==> src/rtl/tt_hold_timer.sv <==
// Per-vector hold counter for the truth-table sweeper.
// Counts 0..HOLD-1 while enabled; last flags the sample cycle.
module tt_hold_timer #(
  parameter int HOLD = 10
) (
  input  logic clk,
  input  logic rst_n,
  input  logic clear,
  input  logic en,
  output logic last
);

  localparam int CW = (HOLD > 2) ? $clog2(HOLD) : 1;
  localparam logic [CW-1:0] LAST_CNT = CW'(HOLD - 1);

  logic [CW-1:0] count;

  always_ff @(posedge clk or negedge rst_n) begin
    if (!rst_n) begin
      count <= '0;
    end else if (clear) begin
      count <= '0;
    end else if (en) begin
      count <= count + 1'b1;
    end
  end

  assign last = (count == LAST_CNT);

endmodule

==> config.mk <==
export PLATFORM = sky130hd
export DESIGN_NAME = tt_hold_timer
export DESIGN_NICKNAME = d
export VERILOG_FILES = /design/src/rtl/tt_hold_timer.sv
export SDC_FILE = /design/constraint.sdc
export NUM_CORES = 1
export LEC_CHECK = 0
export BUFFER_PORTS_ARGS = -buffer_cell sky130_fd_sc_hd__clkbuf_2
export CAP_MARGIN = 15
export CORE_AREA = 5 5 42 44
export CTS_CLUSTER_SIZE = 30
export DETAILED_ROUTE_END_ITERATION = 8
export DIE_AREA = 0 0 47 49
export HOLD_SLACK_MARGIN = 0.12
export PLACE_DENSITY = 0.4
export SLEW_MARGIN = 15
export SYNTH_ARGS = -nofsm -noshare
export SYNTH_HDL_FRONTEND = slang
export SYNTH_SLANG_ARGS = --single-unit
==> constraint.sdc <==
create_clock -name clk -period 0.95 [get_ports clk]
set_input_delay 0.0475 -clock clk [delete_from_list [all_inputs] [get_ports clk]]
set_output_delay 0.0475 -clock clk [all_outputs]
set_load 0.02 [all_outputs]
==> impl_metrics.tcl <==
set metrics [dict create \
    core_area_sq_mm 0.00140 \
    tritoncts "done" \
    max_freq_ghz 0.846 \
    grtUsageTotal 0.0586 \
    setup_slack_ns -0.232 \
    crit_arrival_ns 1.30 \
    finish.utilization 0.251 \
    die_width_microns 47 \
    vias_per_cell 4.16 \
    ys_types 14 \
    std_cell_rows 14 \
    critPathLaunchType "register" \
    portBuffers 4 \
    path_cells "buf_4, buf_4, nand4_1, mux2_4" \
    wl_per_cell_microns 10.4 \
    hold_viol 0 \
    io_pins 5 \
    synth_top_cells_by_area "dfrtp_1 (45%), ha_1 (11%), mux2_4 (6.8%), nor2_1 (5.1%), a21bo_2 (4.5%)" \
    drt_iter0_markers 2 \
    endpoint_kind "register" \
    top_register "count" \
    grt_max_degree 7 \
    grt_pass1_wl_microns 903 \
    start_util 0.158 \
    cp_max_fo 3 \
    p_leak_nw 0.172 \
    htreeDepth 1 \
    route.detailed.drc 0 \
    dieArea_sq_mm 0.00230 \
    synth_top_area_cell "dfrtp_1" \
    n_antenna_cell 0 \
    yosysMostFrequentCell "dfrtp_1" \
    max_stage_delay_ns 0.39 \
    wirelength_microns 522 \
    chipHeight_microns 49 \
    first_pass_iters 4 \
    crit_slowest_cell "dfrtp_1" \
    layout_min_cycle_time_ns 1.18 \
    failed_checks "negative setup slack" \
    maxCapViolations 0 \
    min_path_type "in -> async" \
    place.gp.congestion 0.718 \
    syn2layout_area_growth_pct 58.8 \
    insertion_delay_ns 0.24 \
    power_density_mw_per_mm2 1380 \
    first_global_vias 215 \
    final_area_sq_um 352 \
    cp_common_cell "buf_4" \
    postSynthCellCount 21 \
    finalCritPeriodShare 1.24 \
    via_count 208 \
    nets 42 \
    peakVddDrop_uv 577 \
    clk_pin_slew_ns 0.04 \
    dp_worst_setup_slack_ns -0.168 \
    finalSetupViolations 5 \
    synth_top_area_share 0.452 \
    worst_pin_slew_ns 0.143 \
    top_regs "count (4)" \
    cts_buffers 3 \
    largest_reg_flops 4 \
    clockBufferDepth 2 \
    yosys-top-cells-count "dfrtp_1 (4), nor2_1 (3), a21oi_1 (2), ha_1 (2)" \
    crit_buf_inv 2 \
    synth_seq_cells 4 \
    crit_type "reg -> reg" \
    syn-num-nets 27 \
    root_buffer "clkbuf_4" \
    slew_violations 0 \
    rsz0062_at_grt "true" \
    drive_above_1_share 0.471 \
    dpl_cell_area_sq_um 277 \
    ys_seq_area_frac 0.452 \
    place_hpwl_microns 335 \
    required_ns 1.06 \
    synth.cell_area_sq_um 221 \
    synth_flop_cell "dfrtp_1" \
    synth_edf_count 0 \
    outcome "complete, but fails checks" \
    cts_sinks 4 \
    relSlewSlack 0.905 \
    ys_warn_count 0 \
    antenna_found_initial 0 \
    num-fill-cells 156 \
    grt_overflow 0 \
    crit_family "flip-flops" \
    r2r_setup_slack_ns -0.23 \
    ant_nets 0 \
    synthArstFlopShare 1.00 \
    skew_ns 0.00771 \
    syn_avg_cell_area_sq_um 10.5 \
]
## metal layers
metal | GRT usage | vias up | wire length, microns
li1 | - | 99 | -
met2 | 0.0724 | 7 | 248
met1 | 0.0643 | 98 | 201
met4 | 0.0553 | 0 | 36
met3 | 0.0369 | 4 | 35
met5 | 0 | - | 0
## timing repair
item	CTS	global route
endpoints found under the setup margin	4	5
setup buffers	1	1
hold endpoints to repair	7	0
pin swaps	3	2
cloned	0	0
hold buffers	2	0
resized for setup	2	3
## cell usage in the layout, fill, tap and decap left out, drive strengths merged
cell         Yosys  layout
clkbuf           0       6
buf              0       5
dfrtp            4       4
nor2             3       3
a21oi            2       2
ha               2       2
dlygate4sd3      0       2
inv              1       1
nand2            1       1
nor2b            1       1
nand4            1       1
mux2             1       1
or2b             1       1
nand2b           1       1
xnor2            1       1
a21bo            1       1
nand3b           1       1
## area by class of cell
class,count,area [sq um],share of cell area
inverter,1,3.75,0.0107
tap,16,20.0,0.0569
clock buffer,3,22.5,0.0641
multi-input combinational,16,133,0.377
sequential,4,100,0.285
timing repair buffer,10,72.6,0.206
## through the flow
step,cells,total power [mW],hold slack (ns),TNS [ns]
4_1_cts,49,0.485,0.148,-0.615
3_3_place_gp,43,0.241,-0.138,-0.298
5_1_grt,50,0.505,0.174,-0.934
2_1_floorplan,21,0.212,-0.248,-0.144
3_5_place_dp,43,0.242,-0.143,-0.357
6_report,50,0.485,0.151,-0.658
## kinds of logic (layout without fill, tap and decap cells)
group / count (synthesis) / in the layout / share of synthesized area
mux: 1 / 1 / 0.0678
flops: 4 / 4 / 0.452
compound gates: 3 / 3 / 0.0904
buf+inv: 1 / 14 / 0.0169
xor+xnor: 1 / 1 / 0.0396
fa+ha+maj: 2 / 2 / 0.113
simple gates: 9 / 9 / 0.220
## final timing paths
| path | start | endpoint | cells after the start |
|---|---|---|---|
| min in group clk | en | count[0] | 3 |
| min reg2reg | count[2] | count[2] | 2 |
| max reg2reg | count[1] | count[3] | 4 |
| max | count[1] | count[3] | 4 |
| min | rst_n | count[2] | 2 |
| max in group asynchronous | rst_n | count[1] | 2 |
## power breakdown
group / internal, mW / switching (mW)
Sequential: 0.180 / 0.00686
Clock: 0.142 / 0.0748
Combinational: 0.0476 / 0.0343
Total: 0.369 / 0.116
Power figures use the tool's default switching activity.
